## src/rtl/rgb565_de_rx_pkg.sv

```systemverilog
// Shared constants for the parallel RGB565 DE-mode video link.
// Panel timing (480x272 active, 256 pclk hblank, 45 lines vblank) is shared
// with the LCD transmitter top; field widths describe the RGB565 word and
// the coordinate/address outputs of the receiver.
package rgb565_de_rx_pkg;

  localparam int PANEL_H_ACTIVE = 480;
  localparam int PANEL_V_ACTIVE = 272;
  localparam int PANEL_H_BLANK  = 256;
  localparam int PANEL_V_BLANK  = 45;

  localparam int RGB_R_W = 5;
  localparam int RGB_G_W = 6;
  localparam int RGB_B_W = 5;
  localparam int PIX_W   = RGB_R_W + RGB_G_W + RGB_B_W;

  localparam int X_W     = 10;
  localparam int Y_W     = 9;
  localparam int ADDR_W  = 17;
  localparam int BLANK_W = 11;

  typedef enum logic [1:0] {
    ST_NO_SIGNAL,
    ST_WAIT_VBLANK,
    ST_HBLANK,
    ST_ACTIVE
  } rx_state_e;

endpackage

```

## src/rtl/rgb565_de_rx_sync.sv

```systemverilog
// sync_edge: 2-flop synchronizer for an async bus plus a dedicated edge
// input that gets a third stage for rising/falling edge detection.
// Ports:
//   clk_i, rst_i     fabric clock, async active-high reset
//   edge_i           async strobe-like input (pclk) to edge-detect
//   d_i[W-1:0]       async data bits (de, rgb565) synchronized alongside
//   q_o[W-1:0]       d_i after 2 stages, aligned with rise_o/fall_o
//   rise_o, fall_o   one-clk edge pulses of edge_i (2nd vs 3rd stage)
module sync_edge #(
  parameter int W = 1
) (
  input  logic         clk_i,
  input  logic         rst_i,
  input  logic         edge_i,
  input  logic [W-1:0] d_i,
  output logic [W-1:0] q_o,
  output logic         rise_o,
  output logic         fall_o
);

  logic [W-1:0] d1_q, d2_q;
  logic         e1_q, e2_q, e3_q;

  always_ff @(posedge clk_i or posedge rst_i) begin
    if (rst_i) begin
      d1_q <= '0;
      d2_q <= '0;
      e1_q <= 1'b0;
      e2_q <= 1'b0;
      e3_q <= 1'b0;
    end else begin
      d1_q <= d_i;
      d2_q <= d1_q;
      e1_q <= edge_i;
      e2_q <= e1_q;
      e3_q <= e2_q;
    end
  end

  assign q_o    = d2_q;
  assign rise_o =  e2_q & ~e3_q;
  assign fall_o = ~e2_q &  e3_q;

endmodule

```

## src/rtl/rgb565_de_rx.sv

```systemverilog
// rgb565_de_rx: receive side of the parallel RGB565 DE-mode link.
// Oversamples pclk/de/rgb565 in the clk domain, samples on pclk falling
// edges, locks to frame timing via long de-low runs and emits a pixel
// stream with x/y and linear framebuffer address; checks geometry.
// Ports:
//   clk, rst                 fabric clock, async active-high reset
//   pclk, de, rgb565         external video bus (async to clk)
//   pix_valid/pix_data/pix_x/pix_y/pix_addr   pixel stream
//   sof, eol                 start-of-frame / end-of-line strobes
//   link_up                  pclk alive and frame-locked
//   err_len, err_lines       sticky geometry errors
//   last_width, last_height  geometry of last completed line/frame
module rgb565_de_rx
  import rgb565_de_rx_pkg::*;
#(
  parameter int H_ACTIVE     = PANEL_H_ACTIVE,
  parameter int V_ACTIVE     = PANEL_V_ACTIVE,
  parameter int VBLANK_MIN   = 1024,
  parameter int PCLK_TIMEOUT = 64
) (
  input  logic              clk,
  input  logic              rst,
  input  logic              pclk,
  input  logic              de,
  input  logic [PIX_W-1:0]  rgb565,
  output logic              pix_valid,
  output logic [PIX_W-1:0]  pix_data,
  output logic [X_W-1:0]    pix_x,
  output logic [Y_W-1:0]    pix_y,
  output logic [ADDR_W-1:0] pix_addr,
  output logic              sof,
  output logic              eol,
  output logic              link_up,
  output logic              err_len,
  output logic              err_lines,
  output logic [X_W-1:0]    last_width,
  output logic [Y_W-1:0]    last_height
);

  localparam int TO_W = $clog2(PCLK_TIMEOUT + 1);

  // synchronizer + edge detect; de/data share the pclk stage depth
  logic [PIX_W:0] bus_s;
  logic           p_rise, p_fall, p_edge;

  sync_edge #(.W(PIX_W + 1)) u_sync (
    .clk_i  (clk),
    .rst_i  (rst),
    .edge_i (pclk),
    .d_i    ({de, rgb565}),
    .q_o    (bus_s),
    .rise_o (p_rise),
    .fall_o (p_fall)
  );

  assign p_edge = p_rise | p_fall;

  // sample register: de/data captured on the clk the falling edge is seen
  logic             smp_q, de_q;
  logic [PIX_W-1:0] data_q;

  always_ff @(posedge clk or posedge rst) begin
    if (rst) begin
      smp_q  <= 1'b0;
      de_q   <= 1'b0;
      data_q <= '0;
    end else begin
      smp_q <= p_fall;
      if (p_fall) begin
        de_q   <= bus_s[PIX_W];
        data_q <= bus_s[PIX_W-1:0];
      end
    end
  end

  rx_state_e         state_q, state_d;
  logic [X_W-1:0]    x_q, x_d;
  logic [Y_W-1:0]    y_q, y_d;
  logic [ADDR_W-1:0] addr_q, addr_d, base_q, base_d;
  logic              sof_arm_q, sof_arm_d;
  logic [BLANK_W-1:0] blank_q, blank_d;
  logic [TO_W-1:0]   to_q, to_d;
  logic              pv_q, pv_d, sof_q, sof_d, eol_q, eol_d;
  logic [PIX_W-1:0]  pdata_q, pdata_d;
  logic [X_W-1:0]    px_q, px_d, lw_q, lw_d;
  logic [Y_W-1:0]    py_q, py_d, lh_q, lh_d;
  logic [ADDR_W-1:0] paddr_q, paddr_d;
  logic              err_len_q, err_len_d, err_lines_q, err_lines_d;

  logic              timeout, vb_hit, emit;
  logic [X_W-1:0]    emit_x;
  logic [ADDR_W-1:0] emit_addr;

  always_comb begin
    state_d     = state_q;
    x_d         = x_q;
    y_d         = y_q;
    addr_d      = addr_q;
    base_d      = base_q;
    sof_arm_d   = sof_arm_q;
    blank_d     = blank_q;
    to_d        = to_q;
    pv_d        = 1'b0;
    sof_d       = 1'b0;
    eol_d       = 1'b0;
    pdata_d     = pdata_q;
    px_d        = px_q;
    py_d        = py_q;
    paddr_d     = paddr_q;
    lw_d        = lw_q;
    lh_d        = lh_q;
    err_len_d   = err_len_q;
    err_lines_d = err_lines_q;
    emit        = 1'b0;
    emit_x      = x_q;
    emit_addr   = addr_q;

    // pclk watchdog, saturating at the timeout value
    if (p_edge)
      to_d = '0;
    else if (to_q != TO_W'(PCLK_TIMEOUT))
      to_d = to_q + 1'b1;
    timeout = !p_edge && (to_d == TO_W'(PCLK_TIMEOUT));

    // blank run length; vb_hit fires once, on the sample that reaches the min
    vb_hit = smp_q && !de_q && (blank_q == BLANK_W'(VBLANK_MIN - 1));
    if (smp_q) begin
      if (de_q)
        blank_d = '0;
      else if (blank_q != '1)
        blank_d = blank_q + 1'b1;
    end

    case (state_q)
      ST_NO_SIGNAL: begin
        // stale blank history must not count toward the relock vblank
        blank_d = '0;
        if (p_edge) state_d = ST_WAIT_VBLANK;
      end
      ST_WAIT_VBLANK: begin
        if (vb_hit) begin
          state_d   = ST_HBLANK;
          y_d       = '0;
          base_d    = '0;
          sof_arm_d = 1'b1;
        end
      end
      ST_HBLANK: begin
        if (smp_q && de_q) begin
          state_d   = ST_ACTIVE;
          emit      = 1'b1;
          emit_x    = '0;
          emit_addr = base_q;
          x_d       = X_W'(1);
          addr_d    = base_q + 1'b1;
        end else if (vb_hit) begin
          lh_d      = y_q;
          if (y_q != Y_W'(V_ACTIVE)) err_lines_d = 1'b1;
          y_d       = '0;
          base_d    = '0;
          sof_arm_d = 1'b1;
        end
      end
      ST_ACTIVE: begin
        if (smp_q) begin
          if (de_q) begin
            emit   = 1'b1;
            x_d    = (x_q == '1) ? x_q : x_q + 1'b1;
            addr_d = addr_q + 1'b1;
          end else begin
            state_d = ST_HBLANK;
            eol_d   = 1'b1;
            lw_d    = x_q;
            if (x_q != X_W'(H_ACTIVE)) err_len_d = 1'b1;
            y_d     = (y_q == '1) ? y_q : y_q + 1'b1;
            // base only advances inside the framebuffer so it cannot wrap
            if (y_q < Y_W'(V_ACTIVE)) base_d = base_q + ADDR_W'(H_ACTIVE);
          end
        end
      end
      default: state_d = ST_NO_SIGNAL;
    endcase

    // out-of-window pixels are counted in x but never emitted
    if (emit && (emit_x < X_W'(H_ACTIVE)) && (y_q < Y_W'(V_ACTIVE))) begin
      pv_d      = 1'b1;
      sof_d     = sof_arm_q;
      sof_arm_d = 1'b0;
      pdata_d   = data_q;
      px_d      = emit_x;
      py_d      = y_q;
      paddr_d   = emit_addr;
    end

    // losing pclk overrides anything decided this clk
    if (timeout && (state_q != ST_NO_SIGNAL)) begin
      state_d     = ST_NO_SIGNAL;
      pv_d        = 1'b0;
      sof_d       = 1'b0;
      eol_d       = 1'b0;
      lh_d        = lh_q;
      err_lines_d = err_lines_q;
    end
  end

  always_ff @(posedge clk or posedge rst) begin
    if (rst) begin
      state_q     <= ST_NO_SIGNAL;
      x_q         <= '0;
      y_q         <= '0;
      addr_q      <= '0;
      base_q      <= '0;
      sof_arm_q   <= 1'b0;
      blank_q     <= '0;
      to_q        <= '0;
      pv_q        <= 1'b0;
      sof_q       <= 1'b0;
      eol_q       <= 1'b0;
      pdata_q     <= '0;
      px_q        <= '0;
      py_q        <= '0;
      paddr_q     <= '0;
      lw_q        <= '0;
      lh_q        <= '0;
      err_len_q   <= 1'b0;
      err_lines_q <= 1'b0;
    end else begin
      state_q     <= state_d;
      x_q         <= x_d;
      y_q         <= y_d;
      addr_q      <= addr_d;
      base_q      <= base_d;
      sof_arm_q   <= sof_arm_d;
      blank_q     <= blank_d;
      to_q        <= to_d;
      pv_q        <= pv_d;
      sof_q       <= sof_d;
      eol_q       <= eol_d;
      pdata_q     <= pdata_d;
      px_q        <= px_d;
      py_q        <= py_d;
      paddr_q     <= paddr_d;
      lw_q        <= lw_d;
      lh_q        <= lh_d;
      err_len_q   <= err_len_d;
      err_lines_q <= err_lines_d;
    end
  end

  assign pix_valid   = pv_q;
  assign pix_data    = pdata_q;
  assign pix_x       = px_q;
  assign pix_y       = py_q;
  assign pix_addr    = paddr_q;
  assign sof         = sof_q;
  assign eol         = eol_q;
  assign link_up     = (state_q == ST_HBLANK) || (state_q == ST_ACTIVE);
  assign err_len     = err_len_q;
  assign err_lines   = err_lines_q;
  assign last_width  = lw_q;
  assign last_height = lh_q;

endmodule

```

## config.mk

```make
export PLATFORM = sky130hd
export DESIGN_NAME = rgb565_de_rx
export DESIGN_NICKNAME = d
export VERILOG_FILES = /design/src/rtl/rgb565_de_rx_pkg.sv /design/src/rtl/rgb565_de_rx_sync.sv /design/src/rtl/rgb565_de_rx.sv
export SDC_FILE = /design/constraint.sdc
export NUM_CORES = 1
export LEC_CHECK = 0
export CORE_ASPECT_RATIO = 0.9
export CORE_MARGIN = 1
export CORE_UTILIZATION = 41
export DETAILED_ROUTE_END_ITERATION = 10
export PLACE_DENSITY = 0.69
export SKIP_LAST_GASP = 1
export SYNTH_ARGS = -nofsm -noshare
export SYNTH_HDL_FRONTEND = slang
export SYNTH_HIERARCHICAL = 1
export SYNTH_SLANG_ARGS = --single-unit
```

## constraint.sdc

```tcl
create_clock -name clk -period 8.1 [get_ports clk]
set_input_delay 0.81 -clock clk [delete_from_list [all_inputs] [get_ports clk]]
set_output_delay 0.81 -clock clk [all_outputs]
set_load 0.1 [all_outputs]
```

Word level (Yosys, flattened, before mapping)
Index checks and enable logic that the tools add are counted.
{"block": "op_classes", "magnitude_cmp": 2, "addsub": 7, "bitwise": 8, "n_mux": 54, "n_eq_ne": 25, "reduce_logical": 28}
{"operator": "$mux W17", "count": 10}
{"operator": "$mux W10", "count": 6}
{"operator": "$pmux W17 S3", "count": 1}
{"operator": "$mux W9", "count": 5}
{"operator": "$mux W11", "count": 4}
{"operator": "$add A17 B1 Y17 const B", "count": 2}
{"operator": "$pmux W17 S2", "count": 1}
{"operator": "$pmux W9 S3", "count": 1}
{"operator": "$reduce_and A5 Y1", "count": 5}
{"operator": "$pmux W10 S2", "count": 1}
{"operator": "$ne A3 B3 Y1 const B", "count": 6}
{"operator": "$add A17 B9 Y17 const B", "count": 1}
{"operator": "$ne A2 B2 Y1 const B", "count": 8}
{"operator": "$mux W1", "count": 14}
{"operator": "$mux W7", "count": 2}
{"operator": "$mux W2", "count": 6}
{"operator": "$reduce_and A4 Y1", "count": 3}
{"operator": "$add A11 B1 Y11 const B", "count": 1}
{"operator": "$eq A11 B10 Y1 const B", "count": 1}
{"operator": "$ne A11 B11 Y1 const B", "count": 1}
{"operator": "$add A10 B1 Y10 const B", "count": 1}
{"operator": "$eq A10 B10 Y1 const B", "count": 1}
{"operator": "$lt A10 B9 Y1 const B", "count": 1}
{"operator": "$ne A10 B9 Y1 const B", "count": 1}
{"operator": "other kinds (22)", "count": 41}
{"block": "totals", "register_bits": 205, "input_bits": 20, "out_inout_bits": 77, "elab_cells": 151}

Longest topological paths before layout
{"block": "logic_depth", "depth_word": 9, "ltp_mapped": 10, "depth_no_buf": 9}

Hierarchy
The synthesis kept the hierarchy.
{"module": "rgb565_de_rx", "n_inst": 1, "cells_each": 791, "seq_area_each_um2": 4078.9, "area_per_inst_um2": 7649.8}
{"module": "sync_edge", "n_inst": 1, "cells_each": 40, "seq_area_each_um2": 925.9, "area_per_inst_um2": 944.7}

Worst setup path after synthesis
Ideal clock, no wire load.
{"block": "synth_timing", "path_type": "flip-flop to flip-flop", "start": "register state_q[0]", "end": "register addr_q[14]", "setup_time_ps": 136, "setup_slack_ps": 5424, "path_buffers": 2, "stages_incl_launch_ff": 11, "t_arrival_ps": 2540, "period_less_slack_ps": 2676, "t_required_ps": 7964, "path_cell_list": "dfrtp_1 > clkbuf_1 > buf_1 > and3_1 > ha_1 > and3_1 > nand3_1 > nor4b_1 > a21boi_0 > mux2i_1 > a21oi_1"}
{"block": "synth_between", "elab_chain_cells": 3}
{"item": "start: declaration", "line_no": "rgb565_de_rx.sv:76", "source": "rx_state_e state_q, state_d;"}
{"item": "start signal: assignment", "line_no": "rgb565_de_rx.sv:228", "source": "state_q <= state_d;"}
{"item": "$eq A2 B2 Y1", "line_no": "rgb565_de_rx.sv:134", "source": "case (state_q)"}
{"item": "$ne A2 B2 Y1 (no line) / $reduce_bool A2 Y1 (equally long branches)"}
{"item": "$reduce_and A4 Y1 (no line)"}
{"item": "end signal: assignment", "line_no": "rgb565_de_rx.sv:231", "source": "addr_q <= addr_d;"}
{"item": "end: declaration", "line_no": "rgb565_de_rx.sv:79", "source": "logic [ADDR_W-1:0] addr_q, addr_d, base_q, base_d;"}
Parallel ways exist; a longest one is shown, timed or not.
A chain may end at the register's enable or synchronous reset.

Worst setup path after layout
{"block": "layout_timing", "start": "register state_q[1]", "end": "register sof_q (netlist: sof)"}
{"block": "layout_between", "elab_chain_cells": 7}
{"item": "$eq A2 B2 Y1", "line_no": "rgb565_de_rx.sv:134"}
{"item": "$mux W10", "line_no": "rgb565_de_rx.sv:134"}
{"item": "$lt A10 B9 Y1", "line_no": "rgb565_de_rx.sv:185", "source": "if (emit && (emit_x < X_W'(H_ACTIVE)) && (y_q < Y_W'(V_ACTIVE))) begin"}
{"item": "$logic_and A1 B1 Y1 (2 in a row)", "line_no": "rgb565_de_rx.sv:185"}
{"item": "$mux W1", "line_no": "rgb565_de_rx.sv:185"}
{"item": "$mux W1 *", "line_no": "rgb565_de_rx.sv:196", "source": "if (timeout && (state_q != ST_NO_SIGNAL)) begin"}
{"item": "named net sof_d", "line_no": "rgb565_de_rx.sv:83", "source": "logic pv_q, pv_d, sof_q, sof_d, eol_q, eol_d;"}
{"item": "end signal: assignment", "line_no": "rgb565_de_rx.sv:217", "source": "sof_q <= 1'b0;"}
{"item": "end signal: assignment", "line_no": "rgb565_de_rx.sv:237", "source": "sof_q <= sof_d;"}
{"item": "end: declaration", "line_no": "rgb565_de_rx.sv:83"}
Mark *: on every way through the listed nets, which the timed path passes. The rest lies on a longest branch.

==> results.md <==
- Crit. End Element: register
- Post-synthesis cell area: 0.00859 mm^2
- Vias per cell: 5.19
- TNS Setup: 0 ns
- Global route overflow: 0
- Die area: 0.0215 mm^2
- CTS tree: done
- Internal reg-to-reg setup slack: 4.87 ns
- Peak supply drop: 0.136 mV
- Synth area leader: dfrtp_1
- Flops & latches, synth: 200
- Cells after Synth: 831
- Overall power: 2.08 mW
- H-Tree Level Count: 4
- WP data required: 8.49 ns
- Slew @ Worst Pin: 1.11 ns
- Status: finished, final reports clean
- Routability cong.: 0.807
- Most frequent cells in the layout: dfrtp_1 (200), nand2_1 (183), clkdlybuf4s50_1 (96), nor2_1 (75), nand3_1 (37)
- Gr usage total: 17.8%
- Layout Nets: 935
- Post_cts resized: 0
- Netlist cell types: 57
- Most common cell after layout, fill and taps aside: dfrtp_1
- FP Rows: 49
- Fmax: 0.309 GHz
- Critical path type: register to register
- Synth top area share: 58.2%
- Pwr/cell area: 200 mW/mm^2
- Post-DP Area: 0.00971 mm^2
- Endpoints failing hold: 0
- Clock buffer depth: 2
- # DRC: 0
- Leak pwr: 4.66 nW
- Vias in the first global route: 5871
- Post-CTS Setup Inserts: 0
- Synthesis-to-finish area growth: 20.6%
- CTS root buf: clkbuf_16
- CTS clk-pin slew, worst paths: 0.08 ns
- # clock sinks: 200
- DRT iter0 DRCs: 429
- Slew Limit Fails: 0
- Synth Area per Inst: 10.3 um^2
- Avg WL per Cell: 15.1 um
- Die W: 155 um
- Core Area: 0.0202 mm^2
- Area of the multi-input gates: 0.00335 mm^2
- EDFF count, synth: 0
- Register Area: 0.00500 mm^2
- Share of layout cells above drive strength 1: 9.59%
- Synth top area cells: dfrtp_1 (58%), nand2_1 (8.0%), mux2_2 (3.4%)
- Design Area, Final: 0.0104 mm^2
- Final setup fails: 0
- Die Height: 139 um
- Initial core utilization: 42.5%
- Synth warn: 6
- Post-synthesis async set-or-reset flop share: 100%
- Syn_nets: 861
- Skew-Pair Late Insertion Delay: 0.45 ns
- Register area share after synthesis: 58.2%
- First-pass GRT wire length: 30400 um
- Critical path startpoint: state_q[1]
- 1st-pass router iterations: 5
- CTS Hold Bufs: 0
- Initial antenna violation count: 0
- Final WL: 17700 um
- Port Buffers: 96
- Worst rel slew slack: 26.0%
- Unrepaired setup endpoints after global routing: no
- Clock skew: 0.0148 ns
- Worst hold start: u_sync/d1_q[13]
- Final HPWL DP: 11800 um
- Maxcap violations: 0
- Maximum fanout along the worst path: 46
- WP data arrival: 3.62 ns
- Crit share post-route: 39.9%
- Fill count: 1769
- R2R Path Start: state_q[1]
- Fin Hold WS: 0.351 ns
- Startpoint types: register
- DRT antenna net count: 0
- Min cycle time layout: 3.23 ns
- Diode count: 0
- Largest net degree at the start of global routing: 91
- Synth Flop Type: dfrtp_1
- Routed vias: 6090
- Top-Level Pins: 97
- CTS buffer count: 17
- Worst Hold Class: register to register
==> cell type report <==
class / instances / share of cell area (%)
Clock buffer: 17 / 4.11
Clock inverter: 15 / 2.19
Inverter: 16 / 0.628
Multi-Input combinational cell: 572 / 32.3
Tap cell: 255 / 3.08
Sequential cell: 200 / 48.3
Timing Repair Buffer: 98 / 9.42
==> stage by stage <==
step | cells | setup WS [ns] | util [%]
after floorplan | 831 | 2.89 | -
after global placement | 1141 | 4.96 | 48.0
after detailed placement | 1141 | 4.87 | 48.0
after CTS | 1173 | 4.84 | 51.2
after global routing | 1173 | 4.54 | 51.2
final | 1173 | 4.87 | 51.2
==> registers in the layout (all words and copies together), names as in the netlist, 2 cells and up <==
signal / cells
data_q: 16
pix_data: 16
pix_y: 9
u_sync/d1_q: 17
addr_q: 17
blank_q: 11
pix_x: 10
u_sync/q_o: 17
last_width: 10
to_q: 7
x_q: 10
y_q: 9
last_height: 9
state_q: 2
pix_addr: 17
base_q: 12
==> routing by layer <==
layer / up-vias / part of all wire (%) / global-route usage (%)
met5: - / 0 / 0
met2: 160 / 46 / 27.0
met4: 0 / 1.1 / 5.32
met1: 2929 / 49 / 25.4
li1: 2981 / - / -
met3: 20 / 4.3 / 3.99
==> cell usage after synthesis (all sizes together) (6+ instances only) <==
cell      n
nand3    41
buf      11
or3       7
o22ai     7
nor2     77
inv      16
nand4    19
nor3     12
dfrtp   200
a31oi    16
nand2b    6
clkbuf   32
a21oi    31
xnor2     7
ha       10
nand2   183
mux2     35
o21ai    32
xor2     23
and2      6
and3      9
o31ai     7
==> critical path: stages (launching register included) <==
cell,delay [ns]
dfrtp_1,0.62
and3_1,0.86
nand3_2,1.02
a21oi_1,0.50
and2_1,0.17
==> cells by family (layout without fill, tap and decap cells) <==
kind of cell / after synthesis / count (layout) / share of synthesized area (%)
mux: 40 / 40 / 5.56
xor+xnor: 30 / 30 / 3.06
compound gates: 114 / 114 / 8.30
flops: 200 / 200 / 58.2
fa+ha+maj: 10 / 10 / 1.46
simple gates: 378 / 378 / 20.5
buf+inv: 59 / 146 / 2.94
==> power by group <==
part | leakage, nW | internal (mW) | switching, mW
combinational | 1.69 | 0.0473 | 0.0743
clock | 0.310 | 0.435 | 0.458
sequential | 2.66 | 1.03 | 0.0347
total | 4.66 | 1.51 | 0.567
==> worst paths after layout <==
check | end | cells after the start
max reg2reg | sof | 4
min in group asynchronous | u_sync/q_o[14] | 2
min | u_sync/q_o[13] | 0
min reg2reg | u_sync/q_o[13] | 0
max | sof | 4
max in group asynchronous | addr_q[8] | 3
Note: power is estimated with default switching activity, not from simulation.
